**src/rtl/spi_ram_ctrl.sv**
```systemverilog
// spi_ram_ctrl: command-decoded single-port RAM sitting behind an SPI slave.
// One 10-bit word is accepted per rx_valid rising edge; reads are returned on dout/tx_valid.
module spi_ram_ctrl #(
    parameter int unsigned MEM_DEPTH = 256,
    parameter int unsigned ADDR_SIZE = 8,
    parameter bit          AUTO_INC  = 1'b0,
    parameter int unsigned TX_HOLD   = 10
) (
    input  logic       clk,
    input  logic       rst_n,
    input  logic [9:0] din,
    input  logic       rx_valid,
    output logic [7:0] dout,
    output logic       tx_valid,
    output logic       addr_err
);

    localparam int unsigned IdxW = (MEM_DEPTH > 1) ? $clog2(MEM_DEPTH) : 1;

    localparam logic [0:0] StTxIdle = 1'b0;
    localparam logic [0:0] StTxHold = 1'b1;

    localparam logic [1:0] CmdWrAddr = 2'b00;
    localparam logic [1:0] CmdWrData = 2'b01;
    localparam logic [1:0] CmdRdAddr = 2'b10;
    localparam logic [1:0] CmdRdData = 2'b11;

    logic [7:0] mem [MEM_DEPTH];

    logic                 rx_valid_q;
    logic [ADDR_SIZE-1:0] wr_addr_q, wr_addr_d;
    logic [ADDR_SIZE-1:0] rd_addr_q, rd_addr_d;
    logic [0:0]           state_q, state_d;
    logic [7:0]           cnt_q, cnt_d;
    logic [7:0]           dout_q, dout_d;
    logic                 err_q, err_d;

    logic       accept;
    logic [1:0] cmd;
    logic       wr_in_range, rd_in_range;
    logic       mem_we;
    logic [7:0] rd_data;

    // Post-increment wraps to 0 at MEM_DEPTH; an out-of-range address also lands on 0.
    function automatic logic [ADDR_SIZE-1:0] next_addr(input logic [ADDR_SIZE-1:0] a);
        int unsigned n;
        n = 32'(a) + 32'd1;
        return (n >= MEM_DEPTH) ? '0 : ADDR_SIZE'(n);
    endfunction

    // Reset gates acceptance so nothing is decoded while rst_n is low.
    assign accept      = rst_n & rx_valid & ~rx_valid_q;
    assign cmd         = din[9:8];
    assign wr_in_range = 32'(wr_addr_q) < MEM_DEPTH;
    assign rd_in_range = 32'(rd_addr_q) < MEM_DEPTH;
    assign mem_we      = accept && (cmd == CmdWrData) && wr_in_range;
    assign rd_data     = rd_in_range ? mem[rd_addr_q[IdxW-1:0]] : 8'h00;

    always_comb begin
        wr_addr_d = wr_addr_q;
        rd_addr_d = rd_addr_q;
        err_d     = err_q;
        state_d   = state_q;
        cnt_d     = cnt_q;
        dout_d    = dout_q;

        if (accept) begin
            unique case (cmd)
                CmdWrAddr: wr_addr_d = ADDR_SIZE'(din[7:0]);
                CmdWrData: begin
                    if (!wr_in_range) err_d = 1'b1;
                    if (AUTO_INC) wr_addr_d = next_addr(wr_addr_q);
                end
                CmdRdAddr: rd_addr_d = ADDR_SIZE'(din[7:0]);
                CmdRdData: begin
                    if (!rd_in_range) err_d = 1'b1;
                    if (AUTO_INC) rd_addr_d = next_addr(rd_addr_q);
                end
            endcase
        end

        // Any new word ends the current hold; a read restarts it with fresh data.
        if (accept && (cmd == CmdRdData)) begin
            state_d = StTxHold;
            cnt_d   = 8'(TX_HOLD - 1);
            dout_d  = rd_data;
        end else if (accept) begin
            state_d = StTxIdle;
        end else if (state_q == StTxHold) begin
            if (cnt_q == 8'd0) begin
                state_d = StTxIdle;
            end else begin
                cnt_d = cnt_q - 8'd1;
            end
        end
    end

    always_ff @(posedge clk) begin
        if (!rst_n) begin
            rx_valid_q <= 1'b0;
            wr_addr_q  <= '0;
            rd_addr_q  <= '0;
            state_q    <= StTxIdle;
            cnt_q      <= 8'd0;
            dout_q     <= 8'h00;
            err_q      <= 1'b0;
        end else begin
            rx_valid_q <= rx_valid;
            wr_addr_q  <= wr_addr_d;
            rd_addr_q  <= rd_addr_d;
            state_q    <= state_d;
            cnt_q      <= cnt_d;
            dout_q     <= dout_d;
            err_q      <= err_d;
        end
    end

    // Storage is deliberately outside reset so contents survive rst_n.
    always_ff @(posedge clk) begin
        if (mem_we) mem[wr_addr_q[IdxW-1:0]] <= din[7:0];
    end

    assign dout     = dout_q;
    assign tx_valid = (state_q == StTxHold);
    assign addr_err = err_q;

endmodule

```
**config.mk**
```make
export PLATFORM = sky130hd
export DESIGN_NAME = spi_ram_ctrl
export DESIGN_NICKNAME = d
export VERILOG_FILES = /design/src/rtl/spi_ram_ctrl.sv
export SDC_FILE = /design/constraint.sdc
export NUM_CORES = 2
export LEC_CHECK = 0
export ABC_AREA = 1
export CAP_MARGIN = 10
export CORE_UTILIZATION = 55
export CTS_CLUSTER_DIAMETER = 30
export DETAILED_ROUTE_END_ITERATION = 6
export DONT_BUFFER_PORTS = 1
export HOLD_SLACK_MARGIN = 0.06
export PLACE_DENSITY = 0.7
export SLEW_MARGIN = 25
export SYNTH_ARGS = -nofsm -noshare
export SYNTH_HDL_FRONTEND = slang
export SYNTH_SLANG_ARGS = --single-unit
```
**constraint.sdc**
```tcl
create_clock -name clk -period 4.95 [get_ports clk]
set_input_delay 0.99 -clock clk [delete_from_list [all_inputs] [get_ports clk]]
set_output_delay 0.99 -clock clk [all_outputs]
set_load 0.05 [all_outputs]
```
==> results.json <==
{
  "synth_nets": 7142,
  "finalHoldViolCount": 0,
  "clockRootBuffer": "clkbuf_16",
  "rrSetupSlack_ns": 1.31,
  "grt_pass1_wl_um": 338600,
  "postLayoutCoreUtil_pct": 64.62,
  "setup_viol": 0,
  "end_kind": "flop",
  "synthArstFlopShare_pct": 0,
  "path_buf_inv": 3,
  "port_buffers": 0,
  "yosysUniqueCellTypes": 26,
  "rsz0062_at_grt": "false",
  "syn_inst": 7128,
  "clock_latency_ns": 0.92,
  "final_common_cell": "nand2_1",
  "first_pass_iters": 7,
  "ff_latch_area_mm2": 0.06220,
  "worstSetupStartpointType": "flop",
  "mostFrequentLayoutCells": "nand2_1 (2,114), edfxtp_1 (2,048), nand3_1 (2,025)",
  "die_area_mm2": 0.1554,
  "crit_family": "simple AND/OR/NAND/NOR gates",
  "place_congestion": 0.8726,
  "critPathKind": "flop to flop",
  "cp_slowest_stage_delay_ns": 0.97,
  "wl_per_cell_um": 24.03,
  "ys_ff_latch": 2082,
  "grt_max_degree": 259,
  "dp.cells": 8744,
  "drcViolationCount": 4,
  "p_per_area_mw_per_mm2": 470.6,
  "dpl.hpwl_um": 115000,
  "cp.arrival_ns": 4.51,
  "leakagePower_nw": 34.44,
  "clockPowerShare_pct": 55.8,
  "finalCriticalPeriod_ns": 3.643,
  "period_share_pct": 73.60,
  "violations": "design-rule violations",
  "nFillCells": 10740,
  "cpMaxStageDelayCell": "dfxtp_4",
  "drtAntennaViolNets": 0,
  "required_ns": 5.82,
  "htree_levels": 5,
  "worstMarginPinSlew_ns": 1.168,
  "fmax_ghz": 0.2745,
  "synth_edf_count": 2048,
  "cts_setup_buffers": 0,
  "finalWirelength_um": 226900,
  "row_count": 143,
  "cts_repair_resize_count": 0,
  "whs_ns": 0.1545,
  "p_int_mw": 36.78,
  "syn_to_final_growth_pct": 16.32,
  "layout-drive-gt1-share_pct": 9.831,
  "cts.sinks": 2082,
  "skew_ns": 0.04140,
  "worstPathCellList": "inv_8, buf_4, nand3_1, nand3_1, nand3_1, nand3_1, nand3_1, nand3_1, nand2_1, nand2_1, nand3_1, nand2_1, inv_1",
  "layout.nets": 7117,
  "hold_path.class": "input pin to flop",
  "p_seq_share_pct": 42.0,
  "synth_seq_area_share_pct": 73.51,
  "pin_count": 23,
  "pre_cts_slack_ns": 0.8855,
  "drtIter0Drc": 8071,
  "yosysWarningCount": 0,
  "maxCapViolations": 0,
  "numCtsBuffers": 385,
  "tns_ns": 0,
  "grt_pass1_vias": 55610,
  "max_slew_margin_pct": 21.89,
  "fin_ws_ns": 1.307,
  "syn_avg_cell_area_um2": 11.87,
  "path_common_cell": "nand3_1",
  "die_y_um": 394.2,
  "status": "finished, violations left",
  "multi_input_area_mm2": 0.01966,
  "syn_area_mm2": 0.08458,
  "postCtsHoldBufs": 0,
  "ir_drop_v": 0.0004686,
  "core_mm2": 0.1523,
  "cts_tree": "yes",
  "switching_share_pct": 20.56,
  "clk_path_buf_depth": 4,
  "combPwrFrac_pct": 2.2,
  "routed_via_density": 6.045,
  "p_sw_mw": 9.518,
  "die_w_um": 394.2,
  "start_util_pct": 55.55,
  "vias": 57070,
  "path_clk_slew_ns": 0.05,
  "final_max_slew_viol_count": 0,
  "overflow": 0,
  "ys.flop_type": "edfxtp_1",
  "grtUsageTotal_pct": 29.02,
  "grt_antenna_before_repair": 5,
  "stdcell_count": 9441,
  "path_max_fanout": 130
}
[flip-flops by register name, indices dropped and copies added (netlist names)]
register and cells:
rx_valid_q 1, cnt_q 8, dout 8, tx_valid 1, wr_addr_q 8, rd_addr_q 8
mem 2048
[metal layers]
metal	vias up	GRT usage [%]	part of all wire, %
met1	27460	39.64	39
li1	25410	-	-
met3	587	6.696	11
met4	12	12.76	3.9
met5	-	0	0.041
met2	3606	44.75	46
[power by group through the flow]
stage	clock (mW)	sequential, mW	combinational, mW
6_report	25.9	19.4	1.01
5_1_grt	26.8	19.4	1.09
4_1_cts	26.0	19.4	0.986
3_5_place_dp	0	19.8	0.976
3_3_place_gp	0	19.8	0.965
2_1_floorplan	0	19.7	0.704
[final cells by class]
type / instances / share of cell area (%)
multi-input cells: 4509 / 19.98
clock inverters: 252 / 2.878
diodes: 6 / 0.01526
repair buffers: 77 / 0.8711
inverters: 48 / 0.2175
clock buffers: 437 / 10.24
well taps: 2030 / 2.582
flip-flops and latches: 2082 / 63.22
[worst paths after layout]
check,endpoint,startpoint,cells past startpoint
worst max-delay path,dout[3],rd_addr_q[1],13
worst min-delay path,mem[110][6],din[6],0
worst max register to register,dout[3],rd_addr_q[1],13
worst min register to register,cnt_q[6],cnt_q[6],2
[metrics by stage]
| step | instance area [µm²] | power [mW] |
|---|---|---|
| after global routing | 98370 | 47.31 |
| after CTS | 98340 | 46.40 |
| final | 98390 | 46.30 |
| after global placement | 85410 | 20.72 |
| after floorplan | 84580 | 20.45 |
| after detailed placement | 85430 | 20.73 |
[cell usage after synthesis, types with 2 or more instances]
| cell type | count | share of area [%] |
|---|---|---|
| buf_4 | 65 | 0.58 |
| nand4_1 | 2 | 0.015 |
| nand2_1 | 2115 | 9.4 |
| nor3_4 | 4 | 0.077 |
| nand2_2 | 16 | 0.12 |
| clkbuf_1 | 96 | 0.43 |
| buf_6 | 19 | 0.25 |
| nand3_1 | 2025 | 12 |
| buf_2 | 281 | 1.7 |
| nor3_1 | 4 | 0.024 |
| inv_2 | 2 | 0.0089 |
| clkinv_1 | 3 | 0.013 |
| dfxtp_1 | 34 | 0.80 |
| o21ai_0 | 23 | 0.14 |
| inv_1 | 42 | 0.19 |
| edfxtp_1 | 2048 | 73 |
| a21oi_1 | 22 | 0.13 |
| buf_1 | 27 | 0.12 |
| nor2_1 | 293 | 1.3 |
[kinds of logic after synthesis]
family	Yosys count	synth area share, %
DFF	2082	73.51
and+or+nand+nor	4461	22.92
other	1	0.004433
AOI/OAI and AO/OA	45	0.2663
adders and majority gates	1	0.01479
xor gates and xnor gates	1	0.01036
buffers and inverters	537	3.272
Note: power is estimated with default switching activity, not from simulation.
